**src/rtl/reg_bus_pkg.sv**
```systemverilog
// Shared types and helpers for the register-bus router and its timeout counter.
package reg_bus_pkg;

    localparam logic [2:0] ST_IDLE    = 3'd0;
    localparam logic [2:0] ST_WR_WAIT = 3'd1;
    localparam logic [2:0] ST_RD_WAIT = 3'd2;
    localparam logic [2:0] ST_RESP    = 3'd3;
    localparam logic [2:0] ST_HOLD    = 3'd4;

    typedef enum logic [2:0] {
        IDLE    = ST_IDLE,
        WR_WAIT = ST_WR_WAIT,
        RD_WAIT = ST_RD_WAIT,
        RESP    = ST_RESP,
        HOLD    = ST_HOLD
    } state_e;

    localparam logic RESP_OK  = 1'b0;
    localparam logic RESP_ERR = 1'b1;

    function automatic int idx_width(input int n);
        return (n <= 1) ? 1 : $clog2(n);
    endfunction

endpackage

```
**src/rtl/reg_bus_timeout.sv**
```systemverilog
// Loadable down-counter watchdog: expire_o is high in an enabled cycle once the count has run out.
module reg_bus_timeout #(
    parameter int CNT_W = 8
) (
    input  logic             clk,
    input  logic             rst,
    input  logic             clr_i,
    input  logic             load_i,
    input  logic [CNT_W-1:0] load_val_i,
    input  logic             en_i,
    output logic             expire_o
);

    logic [CNT_W-1:0] cnt_q, cnt_d;

    always_comb begin
        cnt_d = cnt_q;
        if (clr_i)
            cnt_d = '0;
        else if (load_i)
            cnt_d = load_val_i;
        else if (en_i && cnt_q != '0)
            cnt_d = cnt_q - 1'b1;
    end

    always_ff @(posedge clk or posedge rst) begin
        if (rst)
            cnt_q <= '0;
        else
            cnt_q <= cnt_d;
    end

    assign expire_o = en_i && (cnt_q == '0);

endmodule

```
**src/rtl/reg_bus_router.sv**
```systemverilog
// Routes one upstream register access at a time to the client selected by address >> REGION_BITS.
// Optional statistics ports are enabled by defining REG_BUS_ROUTER_STATS_EN.
module reg_bus_router
    import reg_bus_pkg::*;
#(
    parameter int ADDR_WIDTH     = 16,
    parameter int NUM_CLIENTS    = 4,
    parameter int REGION_BITS    = 8,
    parameter int TIMEOUT_CYCLES = 255
) (
    input  logic                      clk,
    input  logic                      rst,
    input  logic [ADDR_WIDTH-1:0]     i_reg_address,
    input  logic                      i_reg_in_rdy,
    input  logic [31:0]               i_reg_in_data,
    output logic                      o_reg_in_ack,
    input  logic                      i_reg_out_req,
    output logic                      o_reg_out_rdy,
    output logic [31:0]               o_reg_out_data,
    output logic                      o_reg_invalid_addr,
    output logic [REGION_BITS-1:0]    o_cli_address,
    output logic [31:0]               o_cli_in_data,
    output logic [NUM_CLIENTS-1:0]    o_cli_in_rdy,
    input  logic [NUM_CLIENTS-1:0]    i_cli_in_ack,
    output logic [NUM_CLIENTS-1:0]    o_cli_out_req,
    input  logic [NUM_CLIENTS-1:0]    i_cli_out_rdy,
    input  logic [32*NUM_CLIENTS-1:0] i_cli_out_data,
    input  logic [NUM_CLIENTS-1:0]    i_cli_invalid_addr
`ifdef REG_BUS_ROUTER_STATS_EN
    ,
    output logic [15:0]               o_timeout_count,
    output logic [ADDR_WIDTH-1:0]     o_last_fault_addr
`endif
);

    localparam int SEL_W = idx_width(NUM_CLIENTS);
    localparam int UP_W  = ADDR_WIDTH - REGION_BITS;
    localparam int TO_W  = (TIMEOUT_CYCLES > 2) ? $clog2(TIMEOUT_CYCLES) : 1;

    state_e                 state_q;
    logic [SEL_W-1:0]       sel_q;
    logic [REGION_BITS-1:0] cli_addr_q;
    logic [31:0]            cli_data_q;
    logic [NUM_CLIENTS-1:0] in_rdy_q, out_req_q;
    logic                   in_ack_q, out_rdy_q, inv_q;
    logic [31:0]            rdata_q;

    logic [UP_W-1:0]        req_idx;
    logic                   req_mapped, go, is_wait, sel_hit, sel_inv, expire;
    logic [NUM_CLIENTS-1:0] req_onehot;
    logic [31:0]            sel_data;

    assign req_idx    = i_reg_address[ADDR_WIDTH-1:REGION_BITS];
    assign req_mapped = 32'(req_idx) < 32'(NUM_CLIENTS);
    assign req_onehot = NUM_CLIENTS'(1) << req_idx;
    assign go         = i_reg_in_rdy | i_reg_out_req;
    assign is_wait    = (state_q == WR_WAIT) || (state_q == RD_WAIT);
    // Only the selected client's handshake is looked at; the others are don't-care.
    assign sel_hit    = (state_q == WR_WAIT) ? i_cli_in_ack[sel_q] : i_cli_out_rdy[sel_q];
    assign sel_inv    = i_cli_invalid_addr[sel_q];
    assign sel_data   = i_cli_out_data[32*int'(sel_q) +: 32];

    reg_bus_timeout #(.CNT_W(TO_W)) u_timeout (
        .clk        (clk),
        .rst        (rst),
        .clr_i      (state_q == RESP),
        .load_i     ((state_q == IDLE) && go && req_mapped),
        .load_val_i (TO_W'(TIMEOUT_CYCLES - 1)),
        .en_i       (is_wait),
        .expire_o   (expire)
    );

    always_ff @(posedge clk or posedge rst) begin
        if (rst) begin
            state_q    <= IDLE;
            sel_q      <= '0;
            cli_addr_q <= '0;
            cli_data_q <= '0;
            in_rdy_q   <= '0;
            out_req_q  <= '0;
            in_ack_q   <= 1'b0;
            out_rdy_q  <= 1'b0;
            inv_q      <= RESP_OK;
            rdata_q    <= '0;
        end else begin
            in_ack_q  <= 1'b0;
            out_rdy_q <= 1'b0;
            inv_q     <= RESP_OK;
            case (state_q)
                IDLE: if (go) begin
                    sel_q      <= SEL_W'(req_idx);
                    cli_addr_q <= i_reg_address[REGION_BITS-1:0];
                    cli_data_q <= i_reg_in_data;
                    if (!req_mapped) begin
                        state_q   <= RESP;
                        in_ack_q  <= i_reg_in_rdy;
                        out_rdy_q <= !i_reg_in_rdy;
                        inv_q     <= RESP_ERR;
                        rdata_q   <= '0;
                    end else if (i_reg_in_rdy) begin
                        state_q  <= WR_WAIT;
                        in_rdy_q <= req_onehot;
                    end else begin
                        state_q   <= RD_WAIT;
                        out_req_q <= req_onehot;
                    end
                end
                WR_WAIT: if (sel_hit || expire) begin
                    state_q  <= RESP;
                    in_rdy_q <= '0;
                    in_ack_q <= 1'b1;
                    inv_q    <= sel_hit ? sel_inv : RESP_ERR;
                    rdata_q  <= '0;
                end
                RD_WAIT: if (sel_hit || expire) begin
                    state_q   <= RESP;
                    out_req_q <= '0;
                    out_rdy_q <= 1'b1;
                    inv_q     <= sel_hit ? sel_inv : RESP_ERR;
                    rdata_q   <= sel_hit ? sel_data : '0;
                end
                // HOLD keeps a still-asserted request level from being taken twice.
                RESP:    state_q <= HOLD;
                HOLD:    state_q <= IDLE;
                default: state_q <= IDLE;
            endcase
        end
    end

    assign o_reg_in_ack       = in_ack_q;
    assign o_reg_out_rdy      = out_rdy_q;
    assign o_reg_out_data     = rdata_q;
    assign o_reg_invalid_addr = inv_q;
    assign o_cli_address      = cli_addr_q;
    assign o_cli_in_data      = cli_data_q;
    assign o_cli_in_rdy       = in_rdy_q;
    assign o_cli_out_req      = out_req_q;

`ifdef REG_BUS_ROUTER_STATS_EN
    logic [15:0]           to_cnt_q;
    logic [ADDR_WIDTH-1:0] addr_q, fault_q;
    logic                  unmapped_ev, timeout_ev, flag_ev;

    assign unmapped_ev = (state_q == IDLE) && go && !req_mapped;
    assign timeout_ev  = is_wait && !sel_hit && expire;
    assign flag_ev     = is_wait && sel_hit && sel_inv;

    always_ff @(posedge clk or posedge rst) begin
        if (rst) begin
            to_cnt_q <= '0;
            addr_q   <= '0;
            fault_q  <= '0;
        end else begin
            if ((state_q == IDLE) && go)
                addr_q <= i_reg_address;
            if (unmapped_ev)
                fault_q <= i_reg_address;
            else if (timeout_ev || flag_ev)
                fault_q <= addr_q;
            if (timeout_ev && to_cnt_q != 16'hFFFF)
                to_cnt_q <= to_cnt_q + 16'd1;
        end
    end

    assign o_timeout_count   = to_cnt_q;
    assign o_last_fault_addr = fault_q;
`endif

endmodule

```
**config.mk**
```make
export PLATFORM = sky130hd
export DESIGN_NAME = reg_bus_router
export DESIGN_NICKNAME = d
export VERILOG_FILES = /design/src/rtl/reg_bus_pkg.sv /design/src/rtl/reg_bus_timeout.sv /design/src/rtl/reg_bus_router.sv
export SDC_FILE = /design/constraint.sdc
export NUM_CORES = 1
export LEC_CHECK = 0
export CORE_MARGIN = 2
export CORE_UTILIZATION = 40
export CTS_CLUSTER_DIAMETER = 200
export CTS_CLUSTER_SIZE = 20
export DETAILED_ROUTE_END_ITERATION = 16
export PLACE_DENSITY = 0.87
export SLEW_MARGIN = 20
export SYNTH_ARGS = -nofsm -noshare
export SYNTH_HDL_FRONTEND = slang
export SYNTH_HIERARCHICAL = 1
export SYNTH_SLANG_ARGS = --single-unit
```
**constraint.sdc**
```tcl
create_clock -name clk -period 3.4 [get_ports clk]
set_input_delay 0.85 -clock clk [delete_from_list [all_inputs] [get_ports clk]]
set_output_delay 0.85 -clock clk [all_outputs]
set_load 0.005 [all_outputs]
```
==> impl_results.md <==
* Area of the multi-input gates at 0.00241 mm²
* Number of synthesized flops with an enable pin at 0
* Max-Cap Viols at 0
* Crit path largest cell delay at 0.56 ns
* CTS tree: done
* Synthesized-area fraction occupied by adder cells at 0.00247
* Hpwl dp at 13.1 mm
* Sequential share of power at 0.311
* Final net count at 963
* Post-synthesis sequential area ratio at 0.474
* Die area at 0.0136 mm²
* Synth Area in Simple Gates at 0.185
* Synth Register Bits at 96
* Outcome: finished, final reports clean
* Final setup TNS at 0 ns
* Worst-path cell chain: clkdlybuf4s50_1 > or4_4 > nor3_1 > and2_1 > inv_1 > a21oi_1 > a32o_1
* CTS Buf Count at 9
* P&R area growth vs syn at 63.4%
* Root Driver: clkbuf_16
* Multiplexer area fraction after synthesis at 0.155
* DP Worst Slack at 0.137 ns
* Ys Warns at 6
* # fillers at 979
* Vias per Instance at 5.08
* Min setup slack post-route at 0.456 ns
* Area of the mapped netlist at 0.00507 mm²
* Worst Path Max Fanout at 14
* Critical path type: in2reg
* Slowest stage cell, crit path: or4_4
* Internal at 3.97 mW
* Worst slew pin tran at 0.881 ns
* Crit path max-delay family: simple AND/OR/NAND/NOR gates
* Comb pwr share at 0.537
* Cells after Synth at 498
* Fin. Hold Viols at 0
* Compound-Gate Fraction of Synth Area at 0.118
* First-pass GRT wire length at 25.1 mm
* Hold crit path type: reg2reg
* Initial antenna violation count at 0
* Initial detailed-routing violation count at 325
* CP startpoint kind: input pin
* Leak at 3.48 nW
* Initial Util at 0.405
* Detail Route Antenna Nets at 0
* Port bufs at 274
* Tcrit/Tclk final at 0.866
* Crit path arrival time at 3.22 ns
* Die W at 117 µm
* Row count at 41
* Largest family of logic cells by synthesized area: simple AND/OR/NAND/NOR gates
* Tmin final at 2.94 ns
* Core area at 0.0125 mm²
* Vias after detailed routing at 4808
* Register area at 0.00240 mm²
* Max-slew violations at 0
* Max VDD drop at 459 µV
* Post-synth ARST share at 1.00
* Xor/xnor share of the synthesized area at 0.00518
* Remaining Overflow, GRT at 0
* Drt drc at 0
* Drt wl/cell at 17.7 µm
* Postcts setup bufs at 0
* Slew headroom at 0.411
* Global-route usage over all layers at 0.240
* Clk_lat worst skew at 0.34 ns
* Ys flop type: dfrtp_1
* Clock sinks at 96
* RSZ-0062 raised after global routing: no
* Placement Cell Area at 0.00800 mm²
* Routed wire length at 16.8 mm
* Power Density at 774 mW/mm²
* Synth cell types at 45
* Max Fclk at 340 MHz
* Vias in the first global route at 5023
* Largest net degree at the start of global routing at 54
* WP data required at 3.68 ns
* Switching Fraction at 0.381
* Psw at 2.44 mW
* N_diodes at 0
* Layout cells sized above 1 at 0.130
* Maximum root-to-sink buffer count at 2
* Cts repair resizes at 0
* Final Cell Area at 0.00828 mm²
* Syn_area_per_cell at 10.2 µm²
* Routability Congestion at 0.815
* Setup crit end kind: register
* Clk pwr share at 0.152
* Worst path buffer plus inverter count at 2
* Io pins at 275
* H-Tree Depth at 3
* Drt pass-1 iters at 4
* Clock skew at 0.00594 ns
* CTS Hold Bufs at 0
* Reg clk slew, reported paths at 0.07 ns
* Final setup vio count at 0
* Die H at 117 µm
==> layout by cell type (no fill, tap or decap), types with 3 or more instances in the layout <==
cell,n
clkdlybuf4s50_1,274
nand2_1,170
dfrtp_1,95
inv_1,38
mux4_2,35
o21ai_2,31
nor2_1,12
clkbuf_16,9
o21ai_0,8
buf_4,8
conb_1,8
nand3_1,7
nand2b_1,6
a32o_1,6
a21oi_1,5
nor3_1,4
o311a_1,3
nor3b_1,3
o21a_1,3
o2bb2ai_1,3
nand3b_1,3
o31ai_1,3
xnor2_1,3
==> power by group through the flow <==
stage,Combinational [mW],Sequential [mW],Clock [mW]
after floorplan,2.01,1.92,0
after global placement,3.35,1.99,0
after detailed placement,3.46,2.01,0
after CTS,3.47,2.00,1.00
after global routing,3.74,2.06,1.05
final,3.44,2.00,0.972
==> stage by stage <==
step                      utilization  power, mW  hold WS, ns  cells
after global placement          0.639       5.34        0.457    931
final                           0.662       6.41        0.476    947
after CTS                       0.662       6.48        0.478    947
after floorplan                     -       3.93        0.470    504
after global routing            0.662       6.85        0.503    947
after detailed placement        0.639       5.47        0.461    931
==> cells by family after synthesis <==
family | Yosys count
buffers and inverters | 67
other | 2
adder cells (fa/ha/maj) | 1
multiplexers | 35
AO/OA/AOI/OAI | 74
XOR/XNOR | 3
AND/OR/NAND/NOR | 220
flip-flops | 96
==> cell type report <==
cell class                      count  share of cell area
Clock buffer                        9              0.0272
Clock inverter                      7             0.00740
Inverter                           39              0.0180
Multi-Input combinational cell    341               0.290
Sequential cell                    96               0.290
Tap cell                          172              0.0260
Timing Repair Buffer              283               0.341
==> worst reg2reg max path, cell delays in order (launching register included) <==
cell and delay [ns]:
dfrtp_1 0.46, nor4_2 0.58, nand3_1 0.17, nor3_1 0.18, buf_4 0.17, nor2_1 0.07
a2bb2oi_4 0.72, buf_4 0.36, o21ai_2 0.07
==> cell usage after synthesis (all sizes together) (2+ instances only) <==
master	number	share of area
and2	3	0.0037
o311a	3	0.0059
nand2b	6	0.0074
a32o	6	0.012
nand3b	3	0.0044
or4	4	0.0074
nor3b	3	0.0044
dfrtp	96	0.47
or3	2	0.0025
nor4	2	0.0037
xnor2	3	0.0052
nor3	4	0.0039
o31ai	3	0.0044
o21a	3	0.0044
o2bb2ai	3	0.0052
nand2	170	0.13
o22ai	2	0.0037
o21ai	40	0.062
conb	2	0.0015
nand4	2	0.0025
mux4	35	0.16
nor2	12	0.0089
buf	15	0.020
clkbuf	13	0.0099
inv	39	0.029
a211oi	2	0.0030
a21oi	5	0.0049
nand3	7	0.0069
==> layer usage <==
| layer | vias up | routed length [µm] | track usage |
|---|---|---|---|
| met5 | - | 0 | 0 |
| met4 | 0 | 355 | 0.0988 |
| met3 | 24 | 1540 | 0.0638 |
| met2 | 218 | 8460 | 0.422 |
| met1 | 2331 | 6420 | 0.279 |
| li1 | 2235 | - | - |
==> flip-flops by register name, summed over array words and instances (netlist names) <==
signal,count
o_reg_invalid_addr,1
o_cli_in_data,32
o_cli_in_rdy,4
o_reg_out_data,32
o_reg_in_ack,1
o_cli_out_req,4
o_reg_out_rdy,1
state_q,3
sel_q,2
o_cli_address,8
u_timeout/cnt_q,8
==> worst paths after layout <==
path / slack (ns) / startpoint / to / cells after the start
worst max-delay path: 0.46 / i_reg_address[15] / u_timeout/cnt_q[4]$_DFFE_PP0P_ / 7
worst min-delay path: 0.48 / o_cli_in_data[29]$_DFFE_PP0P_ / o_cli_in_data[29]$_DFFE_PP0P_ / 2
worst max register to register: 0.50 / u_timeout/cnt_q[2]$_DFFE_PP0P_ / o_reg_out_data[18]$_DFFE_PP0P_ / 8
worst min register to register: 0.48 / o_cli_in_data[29]$_DFFE_PP0P_ / o_cli_in_data[29]$_DFFE_PP0P_ / 2
max in group asynchronous: 1.78 / rst / o_cli_in_data[7]$_DFFE_PP0P_ / 3
min in group asynchronous: 0.84 / rst / u_timeout/cnt_q[0]$_DFFE_PP0P_ / 2
No activity file was read; power rests on OpenSTA's default activity.
